## config.mk

```make
export PLATFORM = sky130hd
export DESIGN_NAME = sprite_mover
export DESIGN_NICKNAME = d
export VERILOG_FILES = /design/src/rtl/sprite_pkg.sv /design/src/rtl/frame_tick_sync.sv /design/src/rtl/sprite_mover.sv
export SDC_FILE = /design/constraint.sdc
export NUM_CORES = 1
export LEC_CHECK = 0
export CAP_MARGIN = 40
export CORE_ASPECT_RATIO = 0.8
export CORE_MARGIN = 2
export CORE_UTILIZATION = 58
export CTS_CLUSTER_DIAMETER = 100
export DETAILED_ROUTE_END_ITERATION = 7
export PLACE_DENSITY_LB_ADDON = 0.3
export SLEW_MARGIN = 20
export SYNTH_ARGS = -nofsm -noshare
export SYNTH_HDL_FRONTEND = slang
export SYNTH_SLANG_ARGS = --single-unit
export TNS_END_PERCENT = 10
```

## constraint.sdc

```tcl
create_clock -name Clk -period 8.3 [get_ports Clk]
set_clock_uncertainty 0.1 [all_clocks]
set_input_delay 2.49 -clock Clk [delete_from_list [all_inputs] [get_ports Clk]]
set_output_delay 2.49 -clock Clk [all_outputs]
set_load 0.02 [all_outputs]
```

## src/rtl/sprite_pkg.sv

```systemverilog
// rtl/sprite_pkg.sv - shared direction type and keycode constants for sprite motion
package sprite_pkg;

  typedef enum logic [2:0] {
    DIR_NONE  = 3'd0,
    DIR_UP    = 3'd1,
    DIR_DOWN  = 3'd2,
    DIR_LEFT  = 3'd3,
    DIR_RIGHT = 3'd4
  } dir_t;

  localparam logic [7:0] KC_W     = 8'h1A;
  localparam logic [7:0] KC_A     = 8'h04;
  localparam logic [7:0] KC_S     = 8'h16;
  localparam logic [7:0] KC_D     = 8'h07;
  localparam logic [7:0] KC_SPACE = 8'h2C;

  function automatic dir_t reverse_dir(input dir_t d);
    case (d)
      DIR_UP:    reverse_dir = DIR_DOWN;
      DIR_DOWN:  reverse_dir = DIR_UP;
      DIR_LEFT:  reverse_dir = DIR_RIGHT;
      DIR_RIGHT: reverse_dir = DIR_LEFT;
      default:   reverse_dir = DIR_NONE;
    endcase
  endfunction

endpackage

```

## src/rtl/frame_tick_sync.sv

```systemverilog
// rtl/frame_tick_sync.sv - two-flop synchroniser plus rising-edge detect giving a one-cycle frame tick
module frame_tick_sync (
  input  logic i_clk,
  input  logic i_reset,
  input  logic i_async,
  output logic o_tick
);

  logic [1:0] r_sync;
  logic       r_prev;

  always_ff @(posedge i_clk) begin
    if (i_reset) begin
      r_sync <= 2'b00;
      r_prev <= 1'b0;
    end else begin
      r_sync <= {r_sync[0], i_async};
      r_prev <= r_sync[1];
    end
  end

  assign o_tick = r_sync[1] & ~r_prev;

endmodule

```

## src/rtl/sprite_mover.sv

```systemverilog
// rtl/sprite_mover.sv - keyboard-driven sprite motion with speed ramp, pause and wall handling
module sprite_mover
  import sprite_pkg::*;
#(
  parameter int COORD_W      = 10,
  parameter int KEYS         = 2,
  parameter int X_MIN        = 0,
  parameter int X_MAX        = 639,
  parameter int Y_MIN        = 0,
  parameter int Y_MAX        = 479,
  parameter int X_CENTER     = 320,
  parameter int Y_CENTER     = 240,
  parameter int SIZE         = 4,
  parameter int STEP         = 1,
  parameter int MAX_SPEED    = 8,
  parameter int ACCEL_FRAMES = 16,
  parameter int WALL_MODE    = 1
) (
  input  logic                Clk,
  input  logic                Reset,
  input  logic                frame_clk,
  input  logic [8*KEYS-1:0]   keycode,
  output logic [COORD_W-1:0]  BallX,
  output logic [COORD_W-1:0]  BallY,
  output logic [COORD_W-1:0]  BallS,
  output dir_t                Dir,
  output logic                Paused,
  output logic                Bounce
);

  localparam int CW     = COORD_W + 2;
  localparam int HOLD_W = $clog2(ACCEL_FRAMES) + 1;

  localparam logic signed [CW-1:0] XMIN_S = CW'(X_MIN);
  localparam logic signed [CW-1:0] XMAX_S = CW'(X_MAX);
  localparam logic signed [CW-1:0] YMIN_S = CW'(Y_MIN);
  localparam logic signed [CW-1:0] YMAX_S = CW'(Y_MAX);
  localparam logic signed [CW-1:0] SIZE_S = CW'(SIZE);

  localparam logic [COORD_W-1:0] CLAMP_XL = COORD_W'(X_MIN + SIZE);
  localparam logic [COORD_W-1:0] CLAMP_XR = COORD_W'(X_MAX - SIZE);
  localparam logic [COORD_W-1:0] CLAMP_YT = COORD_W'(Y_MIN + SIZE);
  localparam logic [COORD_W-1:0] CLAMP_YB = COORD_W'(Y_MAX - SIZE);
  localparam logic [COORD_W-1:0] STEP_C   = COORD_W'(STEP);
  localparam logic [COORD_W-1:0] MAX_C    = COORD_W'(MAX_SPEED);
  localparam logic [HOLD_W-1:0]  HOLD_LAST = HOLD_W'(ACCEL_FRAMES - 1);

  logic [COORD_W-1:0] r_x, r_y, r_speed;
  logic [HOLD_W-1:0]  r_hold;
  dir_t               r_dir;
  logic               r_paused, r_bounce, r_space_prev;

  logic               w_tick, w_space, w_hit;
  dir_t               w_req, w_dir_k, w_dir_n;
  logic [COORD_W-1:0] w_speed_k, w_speed_n, w_x_n, w_y_n;
  logic [COORD_W:0]   w_sum;
  logic [HOLD_W-1:0]  w_hold_k, w_hold_n;
  logic signed [CW-1:0] w_spd_s, w_x_t, w_y_t;

  frame_tick_sync u_tick (
    .i_clk   (Clk),
    .i_reset (Reset),
    .i_async (frame_clk),
    .o_tick  (w_tick)
  );

  // Scan from the highest slot down so the lowest-numbered match wins.
  always_comb begin
    w_req   = DIR_NONE;
    w_space = 1'b0;
    for (int i = KEYS - 1; i >= 0; i--) begin
      case (keycode[8*i +: 8])
        KC_W:    w_req = DIR_UP;
        KC_A:    w_req = DIR_LEFT;
        KC_S:    w_req = DIR_DOWN;
        KC_D:    w_req = DIR_RIGHT;
        KC_SPACE: w_space = 1'b1;
        default: ;
      endcase
    end
  end

  always_comb begin
    w_sum     = {1'b0, r_speed} + {1'b0, STEP_C};
    w_dir_k   = r_dir;
    w_speed_k = r_speed;
    w_hold_k  = '0;
    if (w_req != DIR_NONE) begin
      if (w_req != r_dir) begin
        w_dir_k   = w_req;
        w_speed_k = STEP_C;
      end else if (r_hold == HOLD_LAST) begin
        w_speed_k = (w_sum > {1'b0, MAX_C}) ? MAX_C : w_sum[COORD_W-1:0];
      end else begin
        w_hold_k = r_hold + 1'b1;
      end
    end
  end

  // Widened signed arithmetic keeps an overshoot past 0 or the top bound visible.
  assign w_spd_s = $signed({2'b00, w_speed_k});
  assign w_x_t   = (w_dir_k == DIR_LEFT) ? $signed({2'b00, r_x}) - w_spd_s
                                         : $signed({2'b00, r_x}) + w_spd_s;
  assign w_y_t   = (w_dir_k == DIR_UP)   ? $signed({2'b00, r_y}) - w_spd_s
                                         : $signed({2'b00, r_y}) + w_spd_s;

  always_comb begin
    w_x_n = r_x;
    w_y_n = r_y;
    w_hit = 1'b0;
    case (w_dir_k)
      DIR_RIGHT: if (w_x_t + SIZE_S > XMAX_S) begin w_hit = 1'b1; w_x_n = CLAMP_XR; end
                 else w_x_n = w_x_t[COORD_W-1:0];
      DIR_LEFT:  if (w_x_t - SIZE_S < XMIN_S) begin w_hit = 1'b1; w_x_n = CLAMP_XL; end
                 else w_x_n = w_x_t[COORD_W-1:0];
      DIR_DOWN:  if (w_y_t + SIZE_S > YMAX_S) begin w_hit = 1'b1; w_y_n = CLAMP_YB; end
                 else w_y_n = w_y_t[COORD_W-1:0];
      DIR_UP:    if (w_y_t - SIZE_S < YMIN_S) begin w_hit = 1'b1; w_y_n = CLAMP_YT; end
                 else w_y_n = w_y_t[COORD_W-1:0];
      default: ;
    endcase
    w_dir_n   = w_dir_k;
    w_speed_n = w_speed_k;
    w_hold_n  = w_hold_k;
    if (w_hit) begin
      w_hold_n = '0;
      if (WALL_MODE != 0) begin
        w_dir_n = reverse_dir(w_dir_k);
      end else begin
        w_dir_n   = DIR_NONE;
        w_speed_n = '0;
      end
    end
  end

  always_ff @(posedge Clk) begin
    if (Reset) begin
      r_x          <= COORD_W'(X_CENTER);
      r_y          <= COORD_W'(Y_CENTER);
      r_speed      <= '0;
      r_hold       <= '0;
      r_dir        <= DIR_NONE;
      r_paused     <= 1'b0;
      r_bounce     <= 1'b0;
      r_space_prev <= 1'b0;
    end else begin
      r_bounce <= 1'b0;
      if (w_tick) begin
        r_space_prev <= w_space;
        if (w_space && !r_space_prev) r_paused <= ~r_paused;
        if (!r_paused) begin
          r_x      <= w_x_n;
          r_y      <= w_y_n;
          r_dir    <= w_dir_n;
          r_speed  <= w_speed_n;
          r_hold   <= w_hold_n;
          r_bounce <= w_hit;
        end
      end
    end
  end

  assign BallX  = r_x;
  assign BallY  = r_y;
  assign BallS  = COORD_W'(SIZE);
  assign Dir    = r_dir;
  assign Paused = r_paused;
  assign Bounce = r_bounce;

endmodule

```

==> impl_metrics.py, run 1 <==
metrics = {
    "run_status": {
        "status": "complete, no violations",
    },
    "pwr": {
        "pwr_density_cell_mw_per_mm2": 87.8,
        "p_switching_uw": 146,
        "pwr-share-seq_pct": 43.5,
        "comb_power_share_pct": 19.6,
        "p_leak_uw": 0.00234,
        "intPower_uw": 353,
        "swShare_pct": 29.2,
        "p_clk_share_pct": 36.9,
        "ir_worst_vdd_v": 0.000105,
    },
    "logic_synthesis": {
        "synth_top_family_by_area": "simple AND/OR/NAND/NOR gates",
        "synth_top_area_share_pct": 18.4,
        "postSynthCellCount": 620,
        "synth_adder_area_share_pct": 15.0,
        "synthesis.area_mm2": 0.00479,
        "avgSynthCellArea_um2": 7.73,
        "ys_warn_count": 0,
        "synth-async-reset-ratio_pct": 0,
        "ys_seq_area_share_pct": 18.4,
        "synth-simple-area-share_pct": 27.8,
        "synth-edff-count": 0,
        "yosys.area.top_type": "dfxtp_1",
        "synth_cell_types": 87,
        "synth_ff_type": "dfxtp_1",
        "synth.area.mux_share_pct": 1.67,
        "synthTopCellsByArea": "dfxtp_1 (18%), ha_1 (13%), nor2_1 (5.2%), xnor2_1 (4.6%), nand2_1 (3.9%)",
        "ys_seq_elements": 44,
        "synth-compound-area-share_pct": 24.2,
        "synth_xor_area_share_pct": 6.95,
    },
    "grt": {
        "grt_start_max_net_pins": 38,
        "grt_util_all_layers_pct": 30.2,
        "grt-ovfl-total": 0,
        "grt_antenna_before_repair": 0,
        "grt_pass1_wl_mm": 22.1,
        "grt_pass1_vias": 4512,
    },
    "routing": {
        "met3_length_mm": 1.24,
        "routed_via_density": 6.32,
        "vias": 4984,
        "drc": 0,
        "ant_nets": 0,
        "top_layer": "met4",
        "wl_mm": 14.1,
        "dr_wl_met2_mm": 6.45,
        "drt-initial-drc-count": 339,
        "drt-pass1-iter-count": 8,
        "wl_per_cell_um": 17.9,
        "met1_length_mm": 6.07,
    },
    "layout": {
        "synthToLayoutAreaGrowth_pct": 18.4,
        "final_common_cell": "nor2_1",
        "final_cell_mix": "nor2_1 (66), ha_1 (51), nand2_1 (50)",
        "n_fill_cell": 646,
        "drive_gt1_share_pct": 12.4,
        "num-nets-final": 753,
        "antenna_cells": 0,
    },
    "timing": {
        "fin_crit_sh_pct": 95.8,
        "timing.fmax_mhz": 126,
        "fin_tns_setup_ps": 0,
        "setup_viol": 0,
        "rsz0062_at_grt": "no",
        "maxSlewHeadroom_pct": 51.5,
        "setup_ws_ps": 350,
        "worstMarginPinSlew_ps": 725,
        "slew_viol_final": 0,
        "period_needed_ps": 7950,
        "hold_violations": 0,
    },
    "floorplanning": {
        "die_y_um": 85.3,
        "die_x_um": 106,
        "coreArea_mm2": 0.00798,
        "start_util_pct": 60.0,
        "rows": 29,
        "ios": 54,
        "die_area_mm2": 0.00901,
    },
    "worst_setup_path": {
        "crit_chain": "clkdlybuf4s50_1 -> nor4bb_1 -> and4_1 -> or4_4 -> and2_1 -> xnor2_2 -> nor3_2 -> nand2_1 -> nand2_1 -> buf_4 -> nand2_1 -> inv_2 -> ha_1 -> nor3_1 -> o21ai_0 -> a2111oi_2 -> o21bai_1 -> a22oi_2 -> xor2_2 -> inv_1 -> or3_4 -> and2_1 -> o211ai_1 -> a21oi_1",
        "crit_arrival_ps": 8030,
        "end_kind": "flop",
        "critPathTopFamily": "simple AND/OR/NAND/NOR gates",
        "reg2reg_slack_ps": 3060,
        "worst_path_max_delay_cell": "or4_4",
        "required_ps": 8380,
        "slowest_delay_ps": 560,
        "criticalPathCategory": "input port to flop",
        "worst-path-buf-inv": 4,
        "crit_fanout": 7,
        "crit_path_start_kind": "input port",
        "crit_top_cell": "nand2_1",
    },
    "worst_hold_path": {
        "min_path_type": "flop to flop",
    },
    "clock_tree": {
        "cts_setup_buffers": 0,
        "cts.sinks": 44,
        "cts.path.max_buffers": 2,
        "numCtsBuffers": 5,
        "h-tree-depth": 2,
        "cts_tree": "done",
        "clk_latency_ps": 320,
        "root_buffer": "clkbuf_8",
        "clkTransAtPathRegs_ps": 90,
    },
    "placed_design": {
        "dp_slack_ps": -189,
        "hpwl_mm": 10.8,
        "place.gp.congestion": 0.951,
        "io_buffers": 43,
    },
    "job": {
        "drv_cap": 0,
    },
}
==> per-stage QoR <==
| step | instances | area (µm²) | utilization [%] | hold WS, ps | total power (µW) |
|---|---|---|---|---|---|
| 2_1_floorplan | 628 | 4820 | - | 307 | 283 |
| 3_3_place_gp | 779 | 5450 | 68.3 | 320 | 312 |
| 6_report | 788 | 5670 | 71.1 | 353 | 498 |
| 3_5_place_dp | 780 | 5460 | 68.4 | 330 | 314 |
| 5_1_grt | 788 | 5670 | 71.1 | 361 | 515 |
| 4_1_cts | 788 | 5580 | 69.9 | 355 | 494 |
==> sequential cells by signal, indices dropped and copies added, names as in the netlist <==
signal	flops
r_hold	5
Paused	1
r_space_prev	1
BallY	10
BallX	10
Dir	3
u_tick.r_sync	2
Bounce	1
r_speed	10
u_tick.r_prev	1
==> power groups by stage <==
stage	Sequential [µW]	Clock [µW]	Combinational (µW)
after floorplan	221	0	61.7
after global placement	221	0	90.2
after detailed placement	221	0	92.1
after CTS	217	184	92.9
after global routing	217	193	105
final	217	184	97.4
==> tightest hold or removal path: cells and delay by family (launching register included) <==
family | cells | cell delay (ps)
DFF | 1 | 320
and+or+nand+nor | 1 | 60
AOI/OAI and AO/OA | 1 | 40
==> synth_stat cells (6+ instances only) <==
library cell  count
a211oi_1         12
a21oi_1          31
a31oi_1           7
and2_1           12
buf_4            10
clkbuf_1         15
dfxtp_1          44
ha_1             51
inv_1            32
mux2i_1           8
nand2_1          50
nand2b_1         11
nand3_1          18
nand4_1           9
nor2_1           66
nor2b_1          11
nor3_1           22
nor4_1            9
o211ai_1          6
o21ai_0          32
xnor2_1          25
xor2_1           13
==> layer usage <==
layer / track usage, % / up-vias
li1: - / 2366
met2: 49.3 / 241
met4: 8.73 / 0
met1: 41.1 / 2350
met5: 0 / -
met3: 5.38 / 27
==> cell type report <==
type | count | area [µm²] | area share (%)
flip-flops and latches | 44 | 881 | 15.5
clock inverters | 2 | 38.8 | 0.684
repair buffers | 74 | 663 | 11.7
well taps | 108 | 135 | 2.38
multi-input cells | 522 | 3750 | 66.1
inverters | 32 | 120 | 2.12
clock buffers | 6 | 82.6 | 1.46
==> cell families (layout without fill, tap and decap cells) <==
family	after synthesis	after routing
XOR/XNOR	38	38
AO/OA/AOI/OAI	159	159
adder cells (fa/ha/maj)	55	55
multiplexers	8	8
flip-flops	44	44
other	2	10
AND/OR/NAND/NOR	252	252
buffers and inverters	62	114
==> repair_timing <==
item | in CTS | in global routing
hold buffers | 0 | 0
endpoints found under the setup margin | 0 | 29
resized for setup | 0 | 22
==> path summary, 6_finish.rpt <==
path                            startpoint  cells after the start         to
worst max-delay path            keycode[4]                     24   BallY[8]
worst max register to register  r_speed[1]                     22  r_hold[0]
worst min-delay path             r_hold[4]                      2  r_hold[4]
worst min register to register   r_hold[4]                      2  r_hold[4]
No activity file was read; power rests on OpenSTA's default activity.
==> run 2: changes to the inputs <==
--- a/config.mk
+++ b/config.mk
@@ -12,7 +12,6 @@
 export CTS_CLUSTER_DIAMETER = 100
 export DETAILED_ROUTE_END_ITERATION = 7
 export PLACE_DENSITY_LB_ADDON = 0.3
-export SLEW_MARGIN = 20
 export SYNTH_ARGS = -nofsm -noshare
 export SYNTH_HDL_FRONTEND = slang
 export SYNTH_SLANG_ARGS = --single-unit
==> impl_metrics.py, run 2 (same netlist as run 1, synthesis figures left out) <==
metrics = {
    "timing": {
        "slew_viol_final": 0,
        "fin_crit_sh_pct": 97.5,
        "setup_viol": 0,
        "period_needed_ps": 8090,
        "worstMarginPinSlew_ps": 696,
        "timing.fmax_mhz": 124,
        "hold_violations": 0,
        "maxSlewHeadroom_pct": 53.4,
        "fin_tns_setup_ps": 0,
        "holdWs_ps": 346,
    },
    "layout": {
        "final_common_cell": "nor2_1",
        "n_fill_cell": 679,
        "num-nets-final": 753,
        "final_cell_mix": "nor2_1 (66), nand2_1 (50), ha_1 (50)",
        "fin_util_pct": 70.6,
        "design_area_mm2": 0.00564,
        "drive_gt1_share_pct": 12.2,
        "synthToLayoutAreaGrowth_pct": 17.7,
        "antenna_cells": 0,
    },
    "pwr": {
        "total_power_uw": 491,
        "p_leak_uw": 0.00232,
        "pwr_density_cell_mw_per_mm2": 87.1,
        "ir_worst_vdd_v": 0.0000776,
    },
    "grt": {
        "grt_util_all_layers_pct": 30.0,
        "grt-ovfl-total": 0,
        "grt_pass1_wl_mm": 21.9,
        "grt_start_max_net_pins": 38,
        "grt_pass1_vias": 4472,
        "grt_antenna_before_repair": 0,
    },
    "worst_setup_path": {
        "criticalPathCategory": "input port to flop",
        "crit_fanout": 6,
        "required_ps": 8380,
        "crit_path_start_kind": "input port",
        "worst_path_max_delay_cell": "or4_4",
        "crit_arrival_ps": 8170,
        "slowest_delay_ps": 550,
        "crit_chain": "clkdlybuf4s50_1 -> nor4bb_1 -> and4_1 -> or4_4 -> and2_1 -> xnor2_2 -> nor3_2 -> o31ai_1 -> nand2_1 -> nand2_1 -> ha_1 -> fa_1 -> or2_2 -> a221oi_2 -> o21ai_0 -> or2_2 -> a221oi_1 -> a211oi_1 -> or3_4 -> and2_1 -> o211ai_1 -> a21oi_1",
        "end_kind": "flop",
    },
    "routing": {
        "drt-pass1-iter-count": 6,
        "vias": 4971,
        "ant_nets": 0,
        "drc": 0,
        "wl_per_cell_um": 17.5,
        "wl_mm": 13.8,
        "drt-initial-drc-count": 354,
        "routed_via_density": 6.31,
    },
    "placed_design": {
        "io_buffers": 43,
        "placed_area_mm2": 0.00546,
        "hpwl_mm": 10.8,
        "place.gp.congestion": 0.951,
    },
    "clock_tree": {
        "numCtsBuffers": 5,
        "cts_resized": 0,
        "clk_latency_ps": 320,
        "cts.path.max_buffers": 2,
        "clkTransAtPathRegs_ps": 90,
        "cts_tree": "done",
        "holdBufCountCts": 0,
        "h-tree-depth": 2,
        "cts.sinks": 44,
        "cts_setup_buffers": 0,
        "root_buffer": "clkbuf_8",
    },
    "floorplanning": {
        "ios": 54,
        "rows": 29,
        "start_util_pct": 60.0,
        "coreArea_mm2": 0.00798,
        "die_y_um": 85.3,
        "die_x_um": 106,
        "die_area_mm2": 0.00901,
    },
    "worst_hold_path": {
        "min_path_type": "flop to flop",
    },
    "run_status": {
        "status": "complete, no violations",
    },
    "job": {
        "drv_cap": 0,
    },
}
==> run 2: metrics by stage <==
| step | cells | setup WS, ps |
|---|---|---|
| 3_5_place_dp | 780 | -192 |
| 6_report | 788 | 211 |
| 5_1_grt | 788 | -2.85 |
| 3_3_place_gp | 779 | -20.7 |
| 2_1_floorplan | 628 | 523 |
| 4_1_cts | 788 | 121 |
==> run 2: layout make-up <==
cell class              count  area, µm²  area share, %
well taps                 108        135           2.40
repair buffers             74        663           11.8
clock inverters             3       46.3          0.821
inverters                  32        120           2.13
clock buffers               5       68.8           1.22
multi-input cells         522       3720           66.0
flip-flops and latches     44        881           15.6
==> run 2: path summary, 6_finish.rpt <==
| path | startpoint | to | slack [ps] | cells after the start |
|---|---|---|---|---|
| worst min-delay path | r_hold[4] | r_hold[4] | 350 | 2 |
| worst max-delay path | keycode[4] | BallY[8] | 210 | 22 |
| worst min register to register | r_hold[4] | r_hold[4] | 350 | 2 |
| worst max register to register | r_speed[1] | BallY[8] | 3020 | 21 |
==> run 2: per-layer routing <==
| layer | wire length, µm | global-route usage, % | vias to the layer above |
|---|---|---|---|
| met5 | 0 | 0 | - |
| met4 | 261 | 8.01 | 0 |
| met3 | 1170 | 5.30 | 25 |
| met2 | 6400 | 49.6 | 245 |
| met1 | 5970 | 40.4 | 2337 |
| li1 | - | - | 2364 |
==> run 2: power breakdown <==
part	total, µW	switching, µW	internal (µW)
Clock	178	86.7	90.8
Combinational	96.6	56.3	40.3
Sequential	217	3.41	213
==> run 2: critical path: cells and delay by family <==
kind	cells	cell delay [ps]
xor gates and xnor gates	1	150
AOI/OAI and AO/OA	7	1350
and+or+nand+nor	11	2930
adders and majority gates	2	700
buffers and inverters	1	540
==> run 3: changes to the inputs <==
--- a/config.mk
+++ b/config.mk
@@ -11,6 +11,7 @@
 export CORE_UTILIZATION = 58
 export CTS_CLUSTER_DIAMETER = 100
 export DETAILED_ROUTE_END_ITERATION = 7
+export GPL_TIMING_DRIVEN = 0
 export PLACE_DENSITY_LB_ADDON = 0.3
 export SYNTH_ARGS = -nofsm -noshare
 export SYNTH_HDL_FRONTEND = slang
==> impl_metrics.py, run 3 (same netlist as run 1, synthesis figures left out) <==
metrics = {
    "routing": {
        "drc": 0,
        "drt-initial-drc-count": 381,
        "vias": 5167,
        "ant_nets": 0,
        "wl_per_cell_um": 18.7,
        "routed_via_density": 6.52,
        "drt-pass1-iter-count": 5,
        "wl_mm": 14.8,
    },
    "worst_setup_path": {
        "crit_chain": "clkdlybuf4s50_1 -> nor4b_2 -> nand4_1 -> or4_4 -> and2_1 -> xnor2_2 -> nor3_4 -> nand2_1 -> nand2_4 -> a22oi_2 -> inv_1 -> ha_2 -> nor3b_1 -> nor3_1 -> a2111oi_1 -> o21bai_1 -> a22oi_2 -> xor2_1 -> inv_1 -> or3_4 -> nand3_2 -> a211oi_1 -> a211o_1",
        "worst-path-buf-inv": 3,
        "required_ps": 8400,
        "crit_path_start_kind": "input port",
        "reg2reg_slack_ps": 2930,
        "crit_fanout": 11,
        "worst_path_max_delay_cell": "clkdlybuf4s50_1",
        "crit_arrival_ps": 8240,
        "critPathTopFamily": "simple AND/OR/NAND/NOR gates",
        "slowest_delay_ps": 550,
        "criticalPathCategory": "input port to flop",
        "end_kind": "flop",
    },
    "clock_tree": {
        "holdBufCountCts": 0,
        "cts.path.max_buffers": 2,
        "clk_latency_ps": 320,
        "cts_tree": "done",
        "h-tree-depth": 2,
        "numCtsBuffers": 5,
        "root_buffer": "clkbuf_8",
        "cts.sinks": 44,
        "clkTransAtPathRegs_ps": 90,
    },
    "timing": {
        "hold_violations": 0,
        "setup_viol": 0,
        "maxSlewHeadroom_pct": 49.4,
        "setup_ws_ps": 165,
        "timing.fmax_mhz": 123,
        "fin_crit_sh_pct": 98.0,
        "worstMarginPinSlew_ps": 749,
        "slew_viol_final": 0,
        "period_needed_ps": 8130,
        "fin_tns_setup_ps": 0,
    },
    "placed_design": {
        "placed_cells": 778,
        "dp_slack_ps": -1170,
        "hpwl_mm": 11.0,
        "place.gp.congestion": 0.948,
        "io_buffers": 42,
        "placed_area_mm2": 0.00538,
    },
    "layout": {
        "final_cell_mix": "nor2_1 (66), ha_1 (49), nand2_1 (48)",
        "num-nets-final": 757,
        "final_common_cell": "nor2_1",
        "drive_gt1_share_pct": 12.3,
        "seq_area_um2": 881,
        "n_fill_cell": 629,
        "antenna_cells": 0,
        "multiInputGateArea_mm2": 0.00384,
        "fin_cells": 792,
        "design_area_mm2": 0.00575,
        "synthToLayoutAreaGrowth_pct": 20.0,
    },
    "grt": {
        "grt_pass1_wl_mm": 23.1,
        "grt_pass1_vias": 4936,
        "grt_start_max_net_pins": 15,
        "grt-ovfl-total": 0,
        "grt_antenna_before_repair": 0,
        "grt_util_all_layers_pct": 31.9,
    },
    "job": {
        "drv_cap": 0,
    },
    "pwr": {
        "pwr_density_cell_mw_per_mm2": 87.5,
        "p_leak_uw": 0.00239,
        "ir_worst_vdd_v": 0.0000886,
        "total_power_uw": 503,
    },
    "run_status": {
        "status": "complete, no violations",
    },
    "floorplanning": {
        "die_x_um": 106,
        "rows": 29,
        "start_util_pct": 60.0,
        "die_y_um": 85.3,
        "coreArea_mm2": 0.00798,
        "die_area_mm2": 0.00901,
        "ios": 54,
    },
    "worst_hold_path": {
        "min_path_type": "flop to flop",
    },
}
-- run 3: cell count changes in the layout (fill, tap and decap cells not counted), moves of 6 or more --
cell / before / now
dlymetal6s2s_1: 0 / 6
clkdlybuf4s50_1: 43 / 35
buf_4: 31 / 18
clkbuf_1: 0 / 13
-- run 3: timing repair --
action | CTS | global route
pin swaps | 4 | 10
endpoints found under the setup margin | 29 | 29
setup buffers | 5 | 3
gates resized for setup | 13 | 31
-- run 3: worst min-delay path, delay by kind of cell (launching register included) --
kind	cells	cell delay (ps)
simple gates	1	50
flops	1	320
compound gates	1	40
-- run 3: path summary, 6_finish.rpt --
kind                from        end  cells past startpoint
max          keycode[10]   BallY[7]                     23
min            r_hold[4]  r_hold[4]                      2
max reg2reg   r_speed[0]   BallY[7]                     21
min reg2reg    r_hold[4]  r_hold[4]                      2
-- run 3: per-layer routing --
layer  up-vias  routed length, µm  global-route usage (%)
met2       302               6970                    55.9
li1       2371                  -                       -
met1      2419               5970                    38.6
met4         0                575                    14.1
met5         -                  0                       0
met3        75               1270                    5.22
-- run 3: metrics by stage --
stage | hold WS (ps) | utilization [%]
finish | 338 | 72.0
global route | 368 | 72.0
CTS | 337 | 70.2
detailed placement | 324 | 67.3
global placement | 318 | 67.3
floorplan | 307 | -
-- run 3: layout make-up --
class,count,share of cell area (%)
multi-input cells,522,66.8
flip-flops and latches,44,15.3
repair buffers,50,8.60
plain buffers,28,2.68
well taps,108,2.35
inverters,32,2.09
clock buffers,6,1.44
clock inverters,2,0.675
-- run 3: power by group --
part / internal (µW) / total (µW) / switching [µW]
Sequential: 213 / 217 / 3.63
Combinational: 41.4 / 103 / 61.6
Clock: 98.6 / 183 / 84.3
